## src/rtl/wired_bus_pkg.sv

```systemverilog
// Shared types and helpers for the wired/tri-state bus arbiter.
package wired_bus_pkg;

  localparam int TURN_W = 4;

  typedef enum logic [1:0] {
    IDLE,
    OWN,
    TURN
  } state_t;

  // Increment modulo n without relying on n being a power of two.
  function automatic int unsigned next_idx(input int unsigned cur, input int unsigned n);
    return (cur + 1 >= n) ? 0 : cur + 1;
  endfunction

endpackage

```

## src/rtl/wired_bus_arbiter_rr_pick.sv

```systemverilog
// Combinational round-robin pick: first eligible index at or after ptr, wrapping.
module rr_pick #(
  parameter int N_REQ = 4,
  parameter int IW    = $clog2(N_REQ)
) (
  input  logic [N_REQ-1:0] eligible,
  input  logic [IW-1:0]    ptr,
  output logic [N_REQ-1:0] grant,
  output logic [IW-1:0]    index
);

  logic          found;
  logic [IW-1:0] idx;

  always_comb begin
    grant = '0;
    index = '0;
    found = 1'b0;
    idx   = '0;
    for (int k = 0; k < N_REQ; k++) begin
      idx = IW'((int'(ptr) + k) % N_REQ);
      if (!found && eligible[idx]) begin
        found      = 1'b1;
        grant[idx] = 1'b1;
        index      = idx;
      end
    end
  end

endmodule

```

## src/rtl/wired_bus_arbiter.sv

```systemverilog
// Arbiter for a shared wired net: one strong driver at a time, with idle
// turnaround between owners, hold-time limit and post-timeout lockout.
module wired_bus_arbiter
  import wired_bus_pkg::*;
#(
  parameter int N_REQ    = 4,
  parameter int TURN_CYC = 1,
  parameter int MAX_HOLD = 16
) (
  input  logic                     clk,
  input  logic                     rst_n,
  input  logic [N_REQ-1:0]         req,
  output logic [N_REQ-1:0]         gnt,
  output logic [N_REQ-1:0]         oe,
  output logic                     bus_idle,
  output logic [$clog2(N_REQ)-1:0] owner_id,
  output logic                     timeout_err
);

  localparam int IW = $clog2(N_REQ);
  localparam int HW = $clog2(MAX_HOLD);
  localparam logic [HW-1:0] HOLD_LAST = HW'(MAX_HOLD - 1);
  localparam logic [N_REQ-1:0] ONE = {{(N_REQ-1){1'b0}}, 1'b1};

  state_t            state;
  logic [IW-1:0]     ptr;
  logic [HW-1:0]     hold_cnt;
  logic [TURN_W-1:0] turn_cnt;
  logic [N_REQ-1:0]  lockout;
  logic [N_REQ-1:0]  eligible;
  logic [N_REQ-1:0]  pick_gnt;
  logic [IW-1:0]     pick_idx;

  assign eligible = req & ~lockout;
  assign oe       = gnt;
  assign bus_idle = ~|gnt;

  rr_pick #(.N_REQ(N_REQ), .IW(IW)) u_pick (
    .eligible (eligible),
    .ptr      (ptr),
    .grant    (pick_gnt),
    .index    (pick_idx)
  );

  always_ff @(posedge clk or negedge rst_n) begin
    if (!rst_n) begin
      state       <= IDLE;
      gnt         <= '0;
      owner_id    <= '0;
      timeout_err <= 1'b0;
      ptr         <= '0;
      hold_cnt    <= '0;
      turn_cnt    <= '0;
      lockout     <= '0;
    end else begin
      timeout_err <= 1'b0;
      // A lockout bit only survives while its requester keeps req high.
      lockout     <= lockout & req;
      case (state)
        IDLE: begin
          if (|eligible) begin
            gnt      <= pick_gnt;
            owner_id <= pick_idx;
            hold_cnt <= '0;
            state    <= OWN;
          end
        end
        OWN: begin
          hold_cnt <= hold_cnt + HW'(1);
          if (!req[owner_id] || hold_cnt == HOLD_LAST) begin
            gnt <= '0;
            ptr <= IW'(next_idx(32'(owner_id), N_REQ));
            if (req[owner_id]) begin
              timeout_err <= 1'b1;
              lockout     <= (lockout & req) | (ONE << owner_id);
            end
            if (TURN_CYC == 0) begin
              state <= IDLE;
            end else begin
              state    <= TURN;
              turn_cnt <= TURN_W'(TURN_CYC);
            end
          end
        end
        TURN: begin
          turn_cnt <= turn_cnt - TURN_W'(1);
          if (turn_cnt <= TURN_W'(1)) state <= IDLE;
        end
        default: state <= IDLE;
      endcase
    end
  end

endmodule

```

## config.mk

```make
export PLATFORM = sky130hd
export DESIGN_NAME = wired_bus_arbiter
export DESIGN_NICKNAME = d
export VERILOG_FILES = /design/src/rtl/wired_bus_pkg.sv /design/src/rtl/wired_bus_arbiter_rr_pick.sv /design/src/rtl/wired_bus_arbiter.sv
export SDC_FILE = /design/constraint.sdc
export NUM_CORES = 1
export LEC_CHECK = 0
export BUFFER_PORTS_ARGS = -buffer_cell sky130_fd_sc_hd__buf_2
export CORE_ASPECT_RATIO = 1.25
export CORE_MARGIN = 4
export CORE_UTILIZATION = 50
export DETAILED_ROUTE_END_ITERATION = 8
export PLACE_DENSITY = 0.73
export SLEW_MARGIN = 15
export SYNTH_ARGS = -nofsm -noshare
export SYNTH_HDL_FRONTEND = slang
export SYNTH_HIERARCHICAL = 1
export SYNTH_SLANG_ARGS = --single-unit
```

## constraint.sdc

```tcl
create_clock -name clk -period 2.7 [get_ports clk]
set_input_delay 0.135 -clock clk [delete_from_list [all_inputs] [get_ports clk]]
set_output_delay 0.135 -clock clk [all_outputs]
set_load 0.02 [all_outputs]
```

Yosys cells after proc, flatten, opt, wreduce, memory -nomap -nowiden
Index checks and enable logic that the tools add are counted.

Flip-flop bits (word level): 23. Latch bits: 0. Output and inout port bits: 12. Memory bits (read-only): 0. Memories kept: 0. Input port bits: 6. Memory bits (writable): 0.

Bitwise gates (word level): 7. Reductions and logical operators: 24. $mul: 0. Order comparisons: 11. Mux-type cells: 47. Add/subtract/negate cells: 6. Equality and inequality tests: 6. Shifts and indexed selects: 1. Div/mod/pow operators: 0.

Operators by type and width (count): two-way mux 4 bit (11); one-hot mux 4 bit (2 select lines) (3); two-way mux 2 bit (8); OR 4 bit (4); < comparator 2 x 3 -> 1 bit (second input constant) (5); two-way mux 1 bit (15); binary-select mux 1 bit (select 2 bit) (5); AND 4 bit (2); demux 1 bit (select 2 bit) (4); greater-or-equal comparator 2 x 1 -> 1 bit (second input constant) (4); AND reduction 2 bit (4); OR reduction 4 bit (2); logical AND 1 bit (7); inequality test 2 bit (second input constant) (3); one-hot mux 2 bit (3 select lines) (1); AND reduction 3 bit (2); zero test 1 bit (5); adder 2 bit (second input constant) (2); adder 4 x 1 -> 4 bit (second input constant) (1); == test 4 bit (second input constant) (1); less-or-equal comparator 4 x 1 -> 1 bit (second input constant) (1); NOT 4 bit (1); nonzero test 2 bit (2); << shifter 1 x 2 -> 4 bit (first input constant) (1); other kinds (8) (8).

Depth between registers and ports, before layout
Gate-level depths: netlist of run 1.

Word-level depth: 16. Mapped depth: 10.

Modules after synthesis
The synthesis of run 1 kept the hierarchy.

By module, submodules not included: wired_bus_arbiter (instances 1, seq. area each 575.6 sq um, area each 1167.4 sq um, cells an instance 108); rr_pick (instances 1, seq. area each 0.0 sq um, area each 489.2 sq um, cells an instance 65).

Worst setup path after synthesis of run 1
No wires, ideal clock.

Path type: register to register. From: register ptr[0]. To: register owner_id[1]. Cell stages (with the launch flop): 10. Data arrival time: 2.228 ns. Setup slack: 0.348 ns. Required time: 2.575 ns. Path buffers: 2. Period minus slack after synthesis: 2.352 ns. Cell sequence: dfrtp_1 -> buf_6 -> buf_2 -> inv_1 -> ha_1 -> mux4_2 -> or2_4 -> a21oi_1 -> a31oi_1 -> mux2_2.

Longest elaborated chain between the ends: 12. Elaborated cells on any way between the ends: 24. Classes of those cells: add/sub (3); mux (15); reduce/logical (6).

Ends and longest elaborated chain: start, declared (RTL line wired_bus_arbiter.sv:26) `logic [IW-1:0] ptr;`; start signal, assigned (RTL line wired_bus_arbiter.sv:72) `ptr <= IW'(next_idx(32'(owner_id), N_REQ));`; parallel branches: the longest is 11 deep, another holds adder 2 x 1 -> 2 bit; two-way mux 2 bit * (RTL line wired_bus_arbiter_rr_pick.sv:22) `if (!found && eligible[idx]) begin`; named net pick_idx[1] (RTL line wired_bus_arbiter.sv:32) `logic [IW-1:0] pick_idx;`; end signal, assigned (RTL line wired_bus_arbiter.sv:63) `owner_id <= pick_idx;`; end, declared (RTL line wired_bus_arbiter.sv:16) `output logic [$clog2(N_REQ)-1:0] owner_id,`.

Mark *: on every way through the listed nets, which the timed path passes. The select of a mux whose other input is x is not followed. A chain may end at the register's enable or synchronous reset.

Final worst setup path of run 1
From: register lockout[3]. To: register gnt[0].

Longest elaborated chain between the ends: 16. Elaborated cells on any way between the ends: 31. Classes of those cells: eq/ne (1); mux (17); bitwise (5); reduce/logical (8).

Ends and longest elaborated chain: start, declared (RTL line wired_bus_arbiter.sv:29) `logic [N_REQ-1:0] lockout;`; start signal, assigned (RTL line wired_bus_arbiter.sv:58) `lockout <= lockout & req;`; start signal, assigned (RTL line wired_bus_arbiter.sv:75) `lockout <= (lockout & req) | (ONE << owner_id);`; NOT 4 bit * (RTL line wired_bus_arbiter.sv:34) `assign eligible = req & ~lockout;`; AND 4 bit * (RTL line wired_bus_arbiter.sv:34); named net eligible[3] (RTL line wired_bus_arbiter.sv:30) `logic [N_REQ-1:0] eligible;`; binary-select mux 1 bit (select 2 bit) (RTL line wired_bus_arbiter_rr_pick.sv:22); two-way mux 1 bit (implied by the code) (RTL line wired_bus_arbiter_rr_pick.sv:22); two-way mux 1 bit (RTL line wired_bus_arbiter_rr_pick.sv:22); zero test 1 bit (RTL line wired_bus_arbiter_rr_pick.sv:22); logical AND 1 bit (RTL line wired_bus_arbiter_rr_pick.sv:22); [2 not listed]; logical AND 1 bit (RTL line wired_bus_arbiter_rr_pick.sv:22); two-way mux 1 bit (RTL line wired_bus_arbiter_rr_pick.sv:22); zero test 1 bit (RTL line wired_bus_arbiter_rr_pick.sv:22); logical AND 1 bit (RTL line wired_bus_arbiter_rr_pick.sv:22); two-way mux 4 bit * (RTL line wired_bus_arbiter_rr_pick.sv:22); named net pick_gnt[0] (RTL line wired_bus_arbiter.sv:31) `logic [N_REQ-1:0] pick_gnt;`; two-way mux 4 bit * (RTL line wired_bus_arbiter.sv:61) `if (|eligible) begin`; one-hot mux 4 bit (2 select lines) * (RTL line wired_bus_arbiter.sv:59) `case (state)`; end signal, assigned (RTL line wired_bus_arbiter.sv:62) `gnt <= pick_gnt;`; end, declared (RTL line wired_bus_arbiter.sv:13) `output logic [N_REQ-1:0] gnt,`.

Mark *: on every way through the listed nets, which the timed path passes. The rest lies on a longest branch. The select of a mux whose other input is x is not followed.

==> results of run 1 <==
cells in the final DEF, fill, tap and decap left out, drive strengths merged, types with 2 or more instances in the layout:
cell type / netlist / routed
nand2b: 3 / 3
nor2b: 7 / 7
clkbuf: 3 / 3
mux2: 4 / 4
a31oi: 3 / 3
or2: 2 / 2
nor3: 3 / 3
nor3b: 2 / 2
buf: 10 / 21
a221o: 4 / 4
mux4: 4 / 4
a21oi: 5 / 5
nand3: 5 / 5
inv: 11 / 11
a22o: 5 / 5
nor2: 10 / 10
o21ai: 10 / 10
ha: 13 / 13
nand2: 23 / 23
o22ai: 6 / 6
mux2i: 2 / 2
and3b: 2 / 2
dfrtp: 23 / 23
repair_timing:
| action | 4_1_cts | 5_1_grt |
|---|---|---|
| endpoints found under the hold margin | 23 | 0 |
| setup endpoints to repair | 0 | 0 |
| hold buffers | 1 | 0 |
cell families after synthesis:
logic type      Yosys count
buf+inv                  24
compound gates           41
fa+ha+maj                13
xor+xnor                  2
mux                      10
flops                    23
simple gates             60
area by class of cell:
| type | instances | area [sq um] |
|---|---|---|
| inverter | 11 | 41.3 |
| fill | 297 | 1410 |
| sequential | 23 | 576 |
| clock buffer | 3 | 41.3 |
| clock inverter | 1 | 5.00 |
| tap | 37 | 46.3 |
| multi-input combinational | 126 | 950 |
| timing repair buffer | 22 | 125 |
critical path, stage by stage (launching register included):
cell and delay [ps]:
dfrtp_1 390, nor2b_1 660, and3b_1 250, o21ai_0 210, o31ai_1 110, buf_4 180
a221o_2 370, inv_1 60, o22ai_1 80
layer usage:
| layer | vias up | wire length, microns |
|---|---|---|
| li1 | 632 | - |
| met1 | 597 | 1300 |
| met2 | 20 | 1700 |
| met3 | 2 | 83 |
| met4 | 0 | 32 |
| met5 | - | 0 |
state kept, by name (all words and copies together) (netlist names):
register     cells
owner_id         2
timeout_err      1
lockout          4
gnt              4
state            2
ptr              2
hold_cnt         4
turn_cnt         4
how the worst max path moves through the flow:
stage,start,to,slack [ps]
3_3_place_gp,lockout[3]$_DFF_PN0_,gnt[3]$_DFFE_PN0P_,350
4_1_cts,lockout[3]$_DFF_PN0_,gnt[0]$_DFFE_PN0P_,290
5_1_grt,lockout[3]$_DFF_PN0_,gnt[0]$_DFFE_PN0P_,90
3_5_place_dp,lockout[3]$_DFF_PN0_,gnt[0]$_DFFE_PN0P_,320
2_1_floorplan,ptr[0]$_DFFE_PN0P_,owner_id[1]$_DFFE_PN0P_,350
6_report,lockout[3]$_DFF_PN0_,gnt[0]$_DFFE_PN0P_,250
where the power goes:
| group | switching (mW) | leakage [nW] | internal (mW) |
|---|---|---|---|
| registers | 0.120 | 0.298 | 0.461 |
| clock network | 0.102 | 0.0255 | 0.103 |
| logic | 0.672 | 0.525 | 0.550 |
| total | 0.893 | 0.848 | 1.11 |
per-stage QoR:
stage                     cell area (sq um)  utilization  setup slack (ps)
final                                  1780        0.559               246
after floorplan                        1660            -               348
after CTS                              1780        0.559               288
after global placement                 1730        0.541               350
after detailed placement               1730        0.541               318
after global routing                   1780        0.559              93.0
==> results.json, run 1 <==
{
  "min_path_type": "input pin to flip-flop",
  "met3_usage": 0.0125,
  "dp_hpwl_microns": 2340,
  "arrival_ps": 2560,
  "drive_above_1_share": 0.231,
  "cts_tree": "yes",
  "reg2reg_slack_ps": 250,
  "post-cts-setup-buffer-count": 0,
  "relSlewSlack": 0.435,
  "synth.distinct_cells": 42,
  "grt_pass1_wl_microns": 5390,
  "synth_top_family_by_area": "compound AO/OA/AOI/OAI gates",
  "synth_xor_area_frac": 0.0106,
  "ys_seq_area_frac": 0.347,
  "peakVddDrop_v": 0.000610,
  "yosys.area_share.simple": 0.182,
  "synth_ff_type": "dfrtp_1",
  "regToRegEndpoint": "gnt[0]$_DFFE_PN0P_",
  "core_area_sq_um": 3190,
  "io_buffers": 17,
  "min_from": "req[3]",
  "fp.dieArea_sq_um": 4300,
  "end_kind": "flip-flop",
  "grt.total_usage": 0.159,
  "avgViaCountPerCell": 5.61,
  "yosys-top-cells-count": "dfrtp_1, nand2_1, ha_1, inv_1",
  "yosysTopAreaCell": "dfrtp_1",
  "dr.first_iter.drc_count": 36,
  "min_to": "lockout[3]$_DFF_PN0_",
  "worst_skew_pair.late_latency_ps": 260,
  "initial_core_util": 0.519,
  "ios": 18,
  "yosys_register_bits": 23,
  "grt_use_met2": 0.293,
  "stdcell_count": 223,
  "detailedRoute.firstPassIterationCount": 5,
  "status": "complete, no violations",
  "clkSinkCount": 23,
  "setup_viol": 0,
  "routed_wl_microns": 3110,
  "synth-adder-area-share": 0.0982,
  "antenna_found_initial": 0,
  "globalplace.congestion": 0.808,
  "r2r_cells": 8,
  "fp-row-count": 23,
  "critPathMaxFanout": 12,
  "grt_max_degree": 24,
  "synth_compound_area_frac": 0.187,
  "gr-max-usage-layer": "met2",
  "wire_per_inst_microns": 14.0,
  "syn_nets": 192,
  "ctsResizeCount": 0,
  "drc": 0,
  "clk_path_buf_depth": 2,
  "vias": 1251,
  "syn-cell-area_sq_um": 1660,
  "fin_nets": 206,
  "die_w_microns": 59.5,
  "grt_use_met1": 0.187,
  "hold_viol_final": 0,
  "synth-async-reset-ratio": 1.00,
  "areaGrowthSynthToFinish_pct": 7.70,
  "synth_edf_count": 0,
  "gr-total-overflow": 0,
  "clk_pin_slew_ps": 80,
  "final.setup.tns_ps": 0,
  "power.total_mw": 2.01,
  "worstPathRequired_ps": 2810,
  "synth.area.top_cells": "dfrtp_1, ha_1, mux4_2",
  "maxSlewViolCount": 0,
  "n_antenna_cell": 0,
  "fin_crit_sh": 0.909,
  "tightest_slew_ps": 846,
  "cts_htree_levels": 1,
  "dp.cells": 218,
  "holdWs_ps": 128,
  "yosys_warnings": 6,
  "syn_inst": 173,
  "min_period_ps": 2450,
  "die_h_microns": 72.4,
  "grt_pass1_vias": 1218,
  "r2r-start": "lockout[3]$_DFF_PN0_",
  "muxShareOfSynthArea": 0.0959,
  "drtAntennaViolNets": 0,
  "hold_depth": 2,
  "avgSynthCellArea_sq_um": 9.58,
  "worstSetupPathType": "flip-flop to flip-flop",
  "skew_ps": 5.25,
  "timing.fmax_mhz": 408,
  "rsz0062_at_grt": "false",
  "synth_top_area_share": 0.347,
  "power.density_nw_per_um2": 1120,
  "leakagePower_nw": 0.848,
  "cts-root-buf": "clkbuf_8",
  "start_kind": "flip-flop",
  "cts_made_buffers": 3,
  "drv_cap": 0
}
(Power assumes the default switching activity.)
==> run 2, diff against run 1 <==
- CORE_UTILIZATION: 50 -> 30
- PLACE_DENSITY: 0.73 -> 0.49
==> run 2 against run 1 <==
  * Worst hold slack got worse by 10 ps
  * Via count rose by 0.32%
  * Clock skew up 0.85 ps
  * Setup slack better by 100 ps
  * Critical path depth is 1 lower
  * First-iteration DRC count grew 8.3%
  * Combinational power is essentially flat
  * Largest cell class unchanged
  * Power increased by 0.28%
  * Die area increased by 58%
  * Final area up 2.2%
  * Utilization shrank 22 points
  * Global-route usage down 5.4 points
==> results.json, run 2 (synthesized netlist as in run 1, its figures left out) <==
{
  "status": "complete, no violations",
  "initial_core_util": 0.306,
  "critPathMaxFanout": 11,
  "cts_tree": "yes",
  "drive_above_1_share": 0.230,
  "fin_nets": 207,
  "final_cell_mix": "nand2_1, dfrtp_1, buf_2",
  "areaGrowthSynthToFinish_pct": 10.1,
  "final.setup.tns_ps": 0,
  "clk_pin_slew_ps": 90,
  "dr.first_iter.drc_count": 39,
  "holdWs_ps": 117,
  "arrival_ps": 2540,
  "detailedRoute.firstPassIterationCount": 3,
  "slowest_stage": "nor2b_1",
  "fin_crit_sh": 0.872,
  "leakagePower_nw": 0.850,
  "power.density_nw_per_um2": 1100,
  "fp-row-count": 30,
  "timing.fmax_mhz": 425,
  "clkSinkCount": 23,
  "avgViaCountPerCell": 5.00,
  "start_kind": "flip-flop",
  "antenna_found_initial": 0,
  "combPwrFrac": 0.603,
  "grt_pass1_vias": 1161,
  "end_kind": "flip-flop",
  "globalplace.congestion": 0.796,
  "maxSlewViolCount": 0,
  "utilization": 0.338,
  "ctsResizeCount": 0,
  "tightest_slew_ps": 862,
  "worstSetupPathType": "flip-flop to flip-flop",
  "routed_wl_microns": 3360,
  "power.total_mw": 2.01,
  "n_antenna_cell": 0,
  "setup_viol": 0,
  "power.internal_mw": 1.11,
  "worstPathRequired_ps": 2880,
  "die_h_microns": 91.1,
  "clkPwrFrac": 0.109,
  "slowest_delay_ps": 600,
  "rsz0062_at_grt": "false",
  "vias": 1255,
  "swShare": 0.448,
  "core_area_sq_um": 5410,
  "relSlewSlack": 0.424,
  "skew_ps": 6.10,
  "setup_slack_ps": 346,
  "p_sw_mw": 0.901,
  "power_frac_seq": 0.288,
  "cts-root-buf": "clkbuf_8",
  "die_w_microns": 74.5,
  "drc": 0,
  "cts_made_buffers": 3,
  "grt.total_usage": 0.105,
  "peakVddDrop_v": 0.000341,
  "gr-total-overflow": 0,
  "min_period_ps": 2350,
  "hold_viol_final": 0,
  "grt_pass1_wl_microns": 5690,
  "fp.dieArea_sq_um": 6780,
  "wire_per_inst_microns": 13.4,
  "crit_chain": "nor2b_1, and3b_1, o21ai_0, o31ai_1, a221o_2, inv_1, o22ai_1",
  "grt_max_degree": 24,
  "pre_cts_ws_ps": 352,
  "drv_cap": 0,
  "cts_htree_levels": 1,
  "drtAntennaViolNets": 0,
  "dp_hpwl_microns": 2500,
  "io_buffers": 17,
  "min_path_type": "input pin to flip-flop",
  "clk_path_buf_depth": 2,
  "worst_skew_pair.late_latency_ps": 260,
  "ios": 18
}
[run 2: changes by cell type in the layout (fill, tap and decap cells not counted)]
cell,previous run,this run
buf_4,4,5
clkbuf_1,0,1
clkinv_2,1,0
[run 2: cell type report]
| cell class | count | area [sq um] |
|---|---|---|
| repair buffers | 23 | 133 |
| inverters | 11 | 41.3 |
| clock buffers | 4 | 45.0 |
| multi-input cells | 126 | 950 |
| well taps | 64 | 80.1 |
| flip-flops and latches | 23 | 576 |
| fillers | 587 | 3580 |
[run 2: worst paths after layout]
kind,start,to,slack (ps),depth (start not counted)
setup / recovery,lockout[0]$_DFF_PN0_,gnt[1]$_DFFE_PN0P_,350,7
hold / removal,req[2],lockout[2]$_DFF_PN0_,120,2
setup reg to reg,lockout[0]$_DFF_PN0_,gnt[1]$_DFFE_PN0P_,350,7
hold reg to reg,hold_cnt[3]$_DFFE_PN0P_,hold_cnt[3]$_DFFE_PN0P_,500,1
max in group asynchronous,rst_n,owner_id[1]$_DFFE_PN0P_,1960,2
min in group asynchronous,rst_n,turn_cnt[3]$_DFFE_PN0P_,380,2
[run 2: repair_timing]
item	CTS	global route
hold buffers	1	0
buffers inserted	0	0
endpoints found under the hold margin	23	0
[run 2: power by group through the flow]
stage | Sequential (mW) | Clock, mW | Combinational [mW]
2_1_floorplan | 0.610 | 0 | 0.973
3_3_place_gp | 0.589 | 0 | 1.23
3_5_place_dp | 0.589 | 0 | 1.23
4_1_cts | 0.583 | 0.226 | 1.24
5_1_grt | 0.602 | 0.236 | 1.38
6_report | 0.579 | 0.219 | 1.21
[run 2: critical path, delay by kind of cell, from the launching register on]
family / cells / cell delay (ps)
flip-flops: 1 / 380
buffers and inverters: 1 / 30
AO/OA/AOI/OAI: 4 / 1010
AND/OR/NAND/NOR: 2 / 860
[run 2: per-stage QoR]
step,instance area (sq um),cells
2_1_floorplan,1660,173
3_3_place_gp,1770,246
3_5_place_dp,1770,246
4_1_cts,1820,251
5_1_grt,1820,251
6_report,1820,251
[run 2: layer usage]
metal  GRT usage  vias to the layer above  share of wire
met2       0.168                       14           0.50
met4      0.0297                        0         0.0068
met1       0.143                      605           0.46
li1            -                      634              -
met5           0                        -              0
met3      0.0188                        2          0.029
==> run 3, diff against run 2 <==
- CELL_PAD_IN_SITES_DETAIL_PLACEMENT: unset -> 2
- CELL_PAD_IN_SITES_GLOBAL_PLACEMENT: unset -> 2
- PLACE_DENSITY: 0.49 -> 0.7
==> run 3 against run 2 <==
  * Maximum frequency is 9.9% higher
  * Clock power is 2% higher
  * Critical path depth is 1 higher
  * Final area increased by 1.7%
  * Final cell count is 1.6% higher
  * Setup slack better by 210 ps
  * Sequential share of layout area fell by 0.53 points
  * Combinational power grew 7%
  * Count of clock-buffer cells in the layout is 1 lower
  * Sequential power grew 1%
  * First-iteration DRC count fell by 31%
==> results.json, run 3 (synthesized netlist as in run 1, its figures left out) <==
{
  "die_w_microns": 74.5,
  "rsz0062_at_grt": "false",
  "min_to": "lockout[2]$_DFF_PN0_",
  "cp-startpoint": "ptr[0]$_DFFE_PN0P_",
  "io_buffers": 17,
  "initial_core_util": 0.306,
  "dr.first_iter.drc_count": 27,
  "worst_skew_pair.late_latency_ps": 270,
  "peakVddDrop_v": 0.000329,
  "place_area_sq_um": 1800,
  "path_delay_family": "simple AND/OR/NAND/NOR gates",
  "critPathBufInv": 2,
  "status": "complete, no violations",
  "timing.fmax_mhz": 467,
  "drv_cap": 0,
  "regToRegEndpoint": "gnt[0]$_DFFE_PN0P_",
  "clk_path_buf_depth": 2,
  "cpMostUsedCell": "inv_1",
  "cts_made_buffers": 3,
  "globalplace.congestion": 0.771,
  "min_period_ps": 2140,
  "areaGrowthSynthToFinish_pct": 12.0,
  "antenna_found_initial": 0,
  "grt_pass1_wl_microns": 7340,
  "critPathMaxFanout": 6,
  "fillCellCount": 632,
  "grt_max_degree": 24,
  "grt.total_usage": 0.140,
  "drive_above_1_share": 0.251,
  "crit_chain": "inv_1, ha_1, mux4_2, or2_4, nor2b_4, a221o_2, inv_1, o22ai_1",
  "relSlewSlack": 0.630,
  "clk_pin_slew_ps": 90,
  "dp_hpwl_microns": 3340,
  "drc": 0,
  "hold_viol_final": 0,
  "detailedRoute.firstPassIterationCount": 3,
  "postLayoutCellArea_sq_um": 1860,
  "slowest_delay_ps": 420,
  "cts_htree_levels": 1,
  "avgViaCountPerCell": 5.35,
  "fin_nets": 211,
  "register_area_sq_um": 576,
  "min_path_type": "input pin to flip-flop",
  "tightest_slew_ps": 556,
  "path_depth": 8,
  "die_h_microns": 91.1,
  "core_area_sq_um": 5410,
  "reg2reg_slack_ps": 560,
  "skew_ps": 3.53,
  "start_kind": "flip-flop",
  "clkSinkCount": 23,
  "arrival_ps": 2330,
  "worstPathRequired_ps": 2890,
  "setup_viol": 0,
  "gr-total-overflow": 0,
  "final_cell_mix": "nand2_1, dfrtp_1, buf_2",
  "min_from": "req[2]",
  "grt_pass1_vias": 1527,
  "n_antenna_cell": 0,
  "worstSetupPathType": "flip-flop to flip-flop",
  "maxSlewViolCount": 0,
  "end_kind": "flip-flop",
  "cts_tree": "yes",
  "ios": 18,
  "final.setup.tns_ps": 0,
  "wire_per_inst_microns": 17.1,
  "hold_depth": 2,
  "multi_input_area_sq_um": 950,
  "r2r_cells": 8,
  "r2r-start": "ptr[0]$_DFFE_PN0P_",
  "routed_wl_microns": 4360,
  "vias": 1365,
  "fp.dieArea_sq_um": 6780,
  "fp-row-count": 30,
  "drtAntennaViolNets": 0,
  "leakagePower_nw": 0.872,
  "slowest_stage": "ha_1",
  "fin_crit_sh": 0.793,
  "power.density_nw_per_um2": 1140,
  "cts-root-buf": "clkbuf_8"
}
-- run 3: cell type report --
class / instances / area share
clock inverters: 1 / 0.00270
flip-flops and latches: 23 / 0.310
multi-input cells: 126 / 0.512
repair buffers: 27 / 0.0877
inverters: 11 / 0.0223
clock buffers: 3 / 0.0223
well taps: 64 / 0.0432
-- run 3: layer usage --
layer | GRT usage | wire length [microns] | part of all wire | vias up
li1 | - | - | - | 642
met1 | 0.159 | 1760 | 0.40 | 706
met2 | 0.262 | 2480 | 0.57 | 13
met3 | 0.0144 | 61 | 0.014 | 4
met4 | 0.0415 | 55 | 0.013 | 0
met5 | 0 | 0 | 0 | -
-- run 3: how the worst max path moves through the flow --
stage,end
4_1_cts,gnt[3]$_DFFE_PN0P_
2_1_floorplan,owner_id[1]$_DFFE_PN0P_
3_5_place_dp,gnt[3]$_DFFE_PN0P_
3_3_place_gp,owner_id[1]$_DFFE_PN0P_
5_1_grt,gnt[3]$_DFFE_PN0P_
6_report,gnt[0]$_DFFE_PN0P_
-- run 3: what timing repair did --
action                                  CTS  global route
gates resized for setup                   0             0
hold buffers                              1             0
setup buffers                             0             0
endpoints found under the hold margin    23             0
endpoints found under the setup margin    0             0
-- run 3: where the power goes --
group	internal, mW	switching, mW
Clock	0.103	0.120
Sequential	0.460	0.127
Combinational	0.568	0.735
-- run 3: metrics by stage --
stage | power, mW | utilization | std cells | hold WS (ps) | worst slack [ps]
2_1_floorplan | 1.58 | - | 173 | -161 | 348
3_3_place_gp | 1.83 | 0.333 | 250 | 158 | 660
3_5_place_dp | 1.92 | 0.333 | 250 | 165 | 593
4_1_cts | 2.15 | 0.343 | 255 | 109 | 570
5_1_grt | 2.32 | 0.343 | 255 | 122 | 448
6_report | 2.11 | 0.343 | 255 | 119 | 558
